File: config.mk
export PLATFORM = sky130hd
export DESIGN_NAME = pulse_prescaler
export DESIGN_NICKNAME = d
export VERILOG_FILES = /design/src/rtl/pulse_prescaler.sv
export SDC_FILE = /design/constraint.sdc
export NUM_CORES = 1
export LEC_CHECK = 0
export CELL_PAD_IN_SITES_DETAIL_PLACEMENT = 1
export CELL_PAD_IN_SITES_GLOBAL_PLACEMENT = 1
export CORE_AREA = 2 2 57 64
export CTS_CLUSTER_DIAMETER = 200
export DETAILED_ROUTE_END_ITERATION = 7
export DIE_AREA = 0 0 59 66
export PLACE_DENSITY_LB_ADDON = 0.1
export RECOVER_POWER = 50
export SLEW_MARGIN = 25
export SYNTH_ARGS = -nofsm -noshare
export SYNTH_HDL_FRONTEND = slang
export SYNTH_SLANG_ARGS = --single-unit
File: constraint.sdc
create_clock -name clk -period 2.3 [get_ports clk]
set_input_delay 0.23 -clock clk [delete_from_list [all_inputs] [get_ports clk]]
set_output_delay 0.23 -clock clk [all_outputs]
set_load 0.05 [all_outputs]
File: src/rtl/pulse_prescaler.sv
// pulse_prescaler: modulo-N tick counter for clock/timer chains.
//
// Counts qualifying tick_in strobes (tick_in & run) or manual inc_in strobes,
// wraps at mod_q, and emits a registered one-cycle carry (tick_out) only on
// wraps caused by a run-qualified tick_in. The modulus is loadable at runtime
// and clamped to a minimum of 2.
//
// Optional feature macro: PRESCALER_SQUARE_OUT_EN adds a registered
// square_out that toggles on every carry (50% duty, period 2*mod_q ticks).
//
// Ports:
//   clk        in   clock, rising edge
//   reset_n    in   asynchronous active-low reset
//   tick_in    in   one-cycle count strobe from upstream
//   run        in   1 = tick_in counted, 0 = ignored
//   inc_in     in   one-cycle manual increment (never carries)
//   clr        in   synchronous clear of count
//   mod_wr     in   load strobe for mod_val
//   mod_val    in   new modulus (0 and 1 load as 2)
//   count      out  registered current count
//   mod_q      out  registered active modulus
//   tick_out   out  registered one-cycle carry pulse
//   square_out out  (macro only) registered divided square wave
module pulse_prescaler #(
  parameter int unsigned WIDTH       = 6,
  parameter int unsigned MOD_DEFAULT = 60
) (
  input  logic             clk,
  input  logic             reset_n,
  input  logic             tick_in,
  input  logic             run,
  input  logic             inc_in,
  input  logic             clr,
  input  logic             mod_wr,
  input  logic [WIDTH-1:0] mod_val,
  output logic [WIDTH-1:0] count,
  output logic [WIDTH-1:0] mod_q,
`ifdef PRESCALER_SQUARE_OUT_EN
  output logic             tick_out,
  output logic             square_out
`else
  output logic             tick_out
`endif
);

  localparam logic [WIDTH-1:0] ModMin = WIDTH'(2);
  localparam logic [WIDTH-1:0] ModRst = (MOD_DEFAULT < 2) ? ModMin : WIDTH'(MOD_DEFAULT);

  logic [WIDTH-1:0] r_count, r_count_d;
  logic [WIDTH-1:0] r_mod_q, r_mod_q_d;
  logic             r_tick, r_tick_d;

  logic             w_qual;
  logic             w_adv;
  logic             w_wrap;
  logic [WIDTH-1:0] w_mod_new;

  // Only run-qualified ticks may carry; inc_in advances but never carries.
  assign w_qual    = tick_in & run;
  assign w_adv     = w_qual | inc_in;
  // mod_q >= 2 always, so mod_q - 1 cannot underflow.
  assign w_wrap    = (r_count >= (r_mod_q - 1'b1));
  assign w_mod_new = (mod_val < ModMin) ? ModMin : mod_val;

  always_comb begin
    r_count_d = r_count;
    r_mod_q_d = r_mod_q;
    r_tick_d  = 1'b0;
    if (clr) begin
      r_count_d = '0;
    end else if (mod_wr) begin
      r_mod_q_d = w_mod_new;
      // Keep count inside the new range.
      if (r_count >= (w_mod_new - 1'b1)) begin
        r_count_d = '0;
      end
    end else if (w_adv) begin
      if (w_wrap) begin
        r_count_d = '0;
        r_tick_d  = w_qual;
      end else begin
        r_count_d = r_count + 1'b1;
      end
    end
  end

  always_ff @(posedge clk or negedge reset_n) begin
    if (!reset_n) begin
      r_count <= '0;
      r_mod_q <= ModRst;
      r_tick  <= 1'b0;
    end else begin
      r_count <= r_count_d;
      r_mod_q <= r_mod_q_d;
      r_tick  <= r_tick_d;
    end
  end

  assign count    = r_count;
  assign mod_q    = r_mod_q;
  assign tick_out = r_tick;

`ifdef PRESCALER_SQUARE_OUT_EN
  logic r_square;

  // Toggles on exactly the events that raise tick_out; clr does not touch it.
  always_ff @(posedge clk or negedge reset_n) begin
    if (!reset_n) begin
      r_square <= 1'b0;
    end else if (r_tick_d) begin
      r_square <= ~r_square;
    end
  end

  assign square_out = r_square;
`endif

endmodule
==> results of run 1 <==
==> kinds of logic after synthesis <==
kind of cell / count (synthesis) / share of synthesized area, %
buffers and inverters: 7 / 2.931
XOR/XNOR: 7 / 5.983
AND/OR/NAND/NOR: 34 / 17.34
AO/OA/AOI/OAI: 29 / 18.80
adder cells (fa/ha/maj): 15 / 18.32
flip-flops: 13 / 32.23
multiplexers: 4 / 4.395
==> report_power, final <==
group	internal [uW]	switching, uW	total [uW]
sequential	256	26.4	282
clock	67.3	73.9	141
combinational	163	195	358
==> final cells by class <==
class	instances	area share, %
clock buffer	4	1.665
tap	36	2.855
sequential	13	21.09
multi-input combinational	89	48.06
timing repair buffer	45	24.90
inverter	6	1.427
==> metal layers <==
| layer | share of wire, % | wire length [um] |
|---|---|---|
| met1 | 42 | 1342 |
| met2 | 54 | 1702 |
| met3 | 3.2 | 102 |
| met4 | 0.32 | 10 |
| met5 | 0 | 0 |
==> stage by stage <==
stage / worst slack [ns] / area (um^2) / total power (uW)
CTS: -0.1976 / 1543 / 783.1
finish: -0.2041 / 1578 / 781.0
floorplan: -0.2821 / 1050 / 475.1
global route: -0.3146 / 1578 / 846.3
detailed placement: -0.8225 / 1493 / 624.1
global placement: -0.7614 / 1493 / 615.5
==> Yosys cell counts, drive strengths merged (2+ instances only) <==
master | count | share of area [%]
dfrtp | 9 | 22
xnor2 | 4 | 3.4
mux2 | 4 | 4.4
a211oi | 5 | 3.7
nand2 | 8 | 2.9
inv | 6 | 2.2
nand3 | 5 | 2.4
dfstp | 4 | 10
nor2 | 6 | 2.2
xor2 | 3 | 2.6
nand4 | 2 | 1.2
ha | 15 | 18
nand2b | 5 | 3.1
o21ai | 9 | 4.4
a21oi | 5 | 2.8
o31ai | 2 | 1.5
a21o | 2 | 1.5
o22ai | 3 | 1.8
==> worst paths after layout <==
check	endpoint	slack, ns	start	cells past startpoint
worst max-delay path	count[4]$_DFFE_PN0P_	-0.20	mod_q[1]$_DFFE_PN0P_	9
worst min-delay path	mod_q[4]$_DFFE_PN1P_	0.36	mod_val[4]	3
worst max register to register	count[4]$_DFFE_PN0P_	-0.20	mod_q[1]$_DFFE_PN0P_	9
worst min register to register	count[0]$_DFFE_PN0P_	0.59	count[0]$_DFFE_PN0P_	1
max in group asynchronous	mod_q[1]$_DFFE_PN0P_	1.44	reset_n	1
min in group asynchronous	tick_out$_DFF_PN0_	0.41	reset_n	1
==> state kept, by name (all words and copies together), names as in the netlist <==
register,count
count,6
mod_q,6
tick_out,1
==> tightest hold or removal path: stages <==
cell,delay (ns)
buf_2,0.10
buf_4,0.13
mux2_2,0.14
==> what timing repair did <==
| action | CTS | global route |
|---|---|---|
| setup endpoints to repair | 6 | 6 |
| pin swaps | 14 | 4 |
| gates resized for setup | 20 | 9 |
| buffers inserted | 1 | 0 |
==> out/qor.txt, run 1 <==
highest-count cells in the layout ignoring fill and taps: clkdlybuf4s50_1, buf_4, ha_1, dfrtp_1
fillers: 385
first-pass GRT wire length: 5.319 mm
Reg area: 332.8 um^2
Crit path required time: 2.50 ns
Critical Path AT: 2.71 ns
CORE AREA: 0.003248 mm^2
fmax: 0.3993 GHz
Area Growth Syn to Fin: 53.97%
Multi-input gate area: 758.2 um^2
Die ar.: 0.003894 mm^2
layout cells sized above 1: 35.03%
vias in the first global route: 1,113
Crit Path Class: reg -> reg
Hold Buf Count CTS: 0
Worst-path clk slew: 0.08 ns
clock sink count: 13
Layout Cells excl Fill: 193
gr usage total: 18.65%
Chip Width: 59 um
global route overflow: 0
Seq cells post-synth: 13
largest net degree at the start of global routing: 14
via/cell ratio: 5.259
Iter 0 DRT Violations: 8
Setup-failing EPs final: 5
post-detailed-routing wire length: 3.158 mm
final setup TNS: -0.8448 ns
max-cap violations: 0
fin util: 48.57%
CTS tree: done
Mapped Cells: 109
port buffer count: 25
per-cell routed wire length: 16.36 um
gr busiest metal: met2
Worst Skew: 0.003415 ns
nets: 186
Lkg Pwr: 0.0006686 uW
Worst Path Max Fanout: 5
slowest cell on the critical path: or3b_4
placed cell count: 188
ANT cells: 0
crit path capture type: flip-flop
GP Congestion: 0.7396
Distinct cells, synth: 32
root buf cell: clkbuf_4
die height: 66 um
critical path's most frequent cell: a21oi_2
Syn Area/Cell: 9.401 um^2
max incr delay on CP: 0.44 ns
commonest non-fill, non-tap cell in the layout: clkdlybuf4s50_1
Tmin final: 2.504 ns
CTS Buffer Depth: 2
Pre-antenna DRT Iters: 2
final hold vios: 0
Final HPWL DP: 2.492 mm
failing checks: negative setup slack
WHS: 0.3626 ns
Buf/Inv on CP: 0
Post-synth EDFFs: 0
sequential element share of the synthesized area: 32.23%
row count: 22
synthesized cell area: 0.001025 mm^2
RSZ-0062 raised after global routing: true
syn_nets: 137
initial antenna violation count: 0
I/O Pins: 26
Top FF cell, synth: dfrtp_1
H-tree depth: 1
Top Family by Delay on Critical Path: simple AND/OR/NAND/NOR gates
YS warnings: 0
Slew Limit Headroom: 57.44%
grt met3 use: 4.501%
final max-slew violation count: 0
ys async rst share: 100.0%
Startpoint Class: flip-flop
total vias in the final route: 1,015
peak supply drop: 0.0002342 V
Final period util: 108.9%
Min-Delay Path Class: in -> reg
number of buffers created by CTS: 3
CP Cell Sequence: or3_4 > nor3_4 > xnor2_1 > ha_1 > a21oi_2 > o211ai_1 > a21oi_2 > or3b_4 > o22ai_2
met2 usage: 33.61%
Initial Util: 31.55%
Post-DRT Antenna Nets: 0
final routed DRC violation total: 0
GR Layer Usage met1: 21.39%
final critical-path setup slack: -0.2041 ns
Worst Tran Pin Value: 0.6364 ns
Worst-Skew Late Latency: 0.28 ns
status: finished with violations
Cell Pwr Density: 495.0 mW/mm^2
Note: power is estimated with default switching activity, not from simulation.
==> run 2, diff against run 1 <==
--- a/config.mk
+++ b/config.mk
@@ -17,3 +17,4 @@
 export SYNTH_ARGS = -nofsm -noshare
 export SYNTH_HDL_FRONTEND = slang
 export SYNTH_SLANG_ARGS = --single-unit
+export TNS_END_PERCENT = 5
==> out/qor.txt, run 2 (same netlist as run 1, synthesis figures left out) <==
CTS tree: done
Worst Skew: 0.002782 ns (-0.0006332 ns)
status: finished with violations
max-cap violations: 0 (unchanged)
root buf cell: clkbuf_4
Crit path required time: 2.51 ns (about the same)
Seq pwr share: 36.1% (about the same)
RSZ-0062 raised after global routing: true
layout cells sized above 1: 33.12% (-1.9 points)
Post-DRT Antenna Nets: 0 (unchanged)
Chip Width: 59 um (unchanged)
Area Growth Syn to Fin: 52.87%
CORE AREA: 0.003248 mm^2 (unchanged)
CP Cell Sequence: or3_4 > nor3_4 > xnor2_1 > ha_1 > a21oi_2 > o211ai_1 > a21oi_2 > or3b_4 > o22ai_2
first-pass GRT wire length: 5.319 mm (unchanged)
fmax: 0.3994 GHz (about the same)
row count: 22 (unchanged)
critical path's most frequent cell: a21oi_2
RR Startpoint: mod_q[1]$_DFFE_PN0P_
final max-slew violation count: 0 (unchanged)
Worst Tran Pin Value: 0.6340 ns (-0.002406 ns)
max incr delay on CP: 0.44 ns (about the same)
Initial Util: 31.55% (unchanged)
clock sink count: 13 (unchanged)
GP Congestion: 0.7396 (unchanged)
gr usage total: 18.65% (unchanged)
post-detailed-routing wire length: 3.156 mm (about the same)
Iter 0 DRT Violations: 6 (-2)
port buffer count: 25 (unchanged)
Tmin final: 2.504 ns (-0.0002390 ns)
Die ar.: 0.003894 mm^2 (unchanged)
Crit Path Class: reg -> reg
Clock power frac: 18.3% (+0.2 points)
total vias in the final route: 1,018 (+0.30%)
final hold vios: 0 (unchanged)
hold_sp: mod_val[4]
Area after DPL: 0.001493 mm^2 (unchanged)
per-cell routed wire length: 16.35 um (about the same)
final setup TNS: -0.9158 ns (-0.07096 ns)
Critical Path AT: 2.71 ns (about the same)
Setup-failing EPs final: 6 (+1)
Cell Pwr Density: 498.1 mW/mm^2 (+0.62%)
Worst-path clk slew: 0.08 ns (about the same)
Final HPWL DP: 2.492 mm (unchanged)
WHS: 0.3573 ns (-0.005306 ns)
fin area: 0.001567 mm^2 (-0.71%)
peak supply drop: 0.0002355 V (+0.55%)
crit path capture type: flip-flop
commonest non-fill, non-tap cell in the layout: clkdlybuf4s50_1
Hold Buf Count CTS: 0 (unchanged)
failing checks: negative setup slack
highest-count cells in the layout ignoring fill and taps: clkdlybuf4s50_1, buf_4, ha_1, dfrtp_1
Worst-Skew Late Latency: 0.28 ns (about the same)
number of buffers created by CTS: 3 (unchanged)
nets: 186 (unchanged)
WHS Endpoint: mod_q[4]$_DFFE_PN1P_
Pre-antenna DRT Iters: 2 (unchanged)
Switching Power: 294.8 uW (about the same)
Pint: 485.4 uW (-0.16%)
Final period util: 108.9% (about the same)
I/O Pins: 26 (unchanged)
final routed DRC violation total: 0 (unchanged)
Gate power share: 45.6% (-0.2 points)
initial antenna violation count: 0 (unchanged)
CTS Buffer Depth: 2 (unchanged)
vias in the first global route: 1,113 (unchanged)
Slew Limit Headroom: 57.60% (+0.16 points)
ANT cells: 0 (unchanged)
die height: 66 um (unchanged)
Min-Delay Path Class: in -> reg
slowest cell on the critical path: or3b_4
global route overflow: 0 (unchanged)
Worst Setup SP: mod_q[1]$_DFFE_PN0P_
Startpoint Class: flip-flop
final critical-path setup slack: -0.2039 ns (+0.0002390 ns)
worst r2r path cells: 9 (unchanged)
Worst Path Max Fanout: 5 (unchanged)
switch share: 37.78% (+0.042 points)
hold depth: 3 (unchanged)
Pwr Total: 780.2 uW (about the same)
Lkg Pwr: 0.0006706 uW (+0.30%)
FF-to-FF End: count[4]$_DFFE_PN0P_
FF-to-FF setup slack: -0.20 ns (about the same)
H-tree depth: 1 (unchanged)
largest net degree at the start of global routing: 14 (unchanged)
worst slack, placed: -0.8225 ns (unchanged)
via/cell ratio: 5.275 (+0.30%)
## run 2: changes by cell type in the layout (fill, tap and decap cells not counted)
cell | before | now
nand2_1 | 5 | 6
o31ai_1 | 0 | 1
o21ai_2 | 2 | 1
o21ai_1 | 1 | 2
nand2_2 | 3 | 2
o31ai_2 | 2 | 1
## run 2: per-stage QoR
stage	util (%)	cells
2_1_floorplan	-	109
3_3_place_gp	45.96	188
3_5_place_dp	45.96	188
4_1_cts	47.50	193
5_1_grt	48.23	193
6_report	48.23	193
## run 2: cell type report
class | instances | area [um^2]
Clock buffer | 4 | 26.28
Fill cell | 386 | 1682
Inverter | 6 | 22.52
Multi-Input combinational cell | 89 | 747.0
Sequential cell | 13 | 332.8
Tap cell | 36 | 45.04
Timing Repair Buffer | 45 | 392.9
## run 2: per-layer routing
| layer | up-vias | global-route usage [%] | share of wire, % |
|---|---|---|---|
| li1 | 504 | - | - |
| met1 | 486 | 21.39 | 43 |
| met2 | 22 | 33.61 | 53 |
| met3 | 6 | 4.501 | 3.6 |
| met4 | 0 | 5.398 | 1.2 |
| met5 | - | 0 | 0 |
## run 2: worst max path at each step
stage,end,slack [ns],cells past startpoint
after floorplan,count[4]$_DFFE_PN0P_,-0.28,10
after global placement,count[4]$_DFFE_PN0P_,-0.76,11
after detailed placement,count[4]$_DFFE_PN0P_,-0.82,11
after CTS,count[4]$_DFFE_PN0P_,-0.20,9
after global routing,count[4]$_DFFE_PN0P_,-0.30,12
final,count[4]$_DFFE_PN0P_,-0.20,9
## run 2: critical path: cells and delay by family, from the launching register on
| family | cells | cell delay, ns |
|---|---|---|
| simple gates | 3 | 0.97 |
| compound gates | 4 | 0.63 |
| flops | 1 | 0.41 |
| fa+ha+maj | 1 | 0.29 |
| xor+xnor | 1 | 0.14 |
## run 2: power groups by stage
stage	registers, uW	clock network [uW]	logic (uW)
6_report	282	143	355
5_1_grt	286	167	391
4_1_cts	281	152	350
3_5_place_dp	282	0	342
3_3_place_gp	282	0	334
2_1_floorplan	348	0	127
## run 2: repair_timing
item                                    4_1_cts  5_1_grt
resized for setup                            20        6
endpoints found under the setup margin        6        6
pin swaps                                    13        7
setup buffers                                 1        0
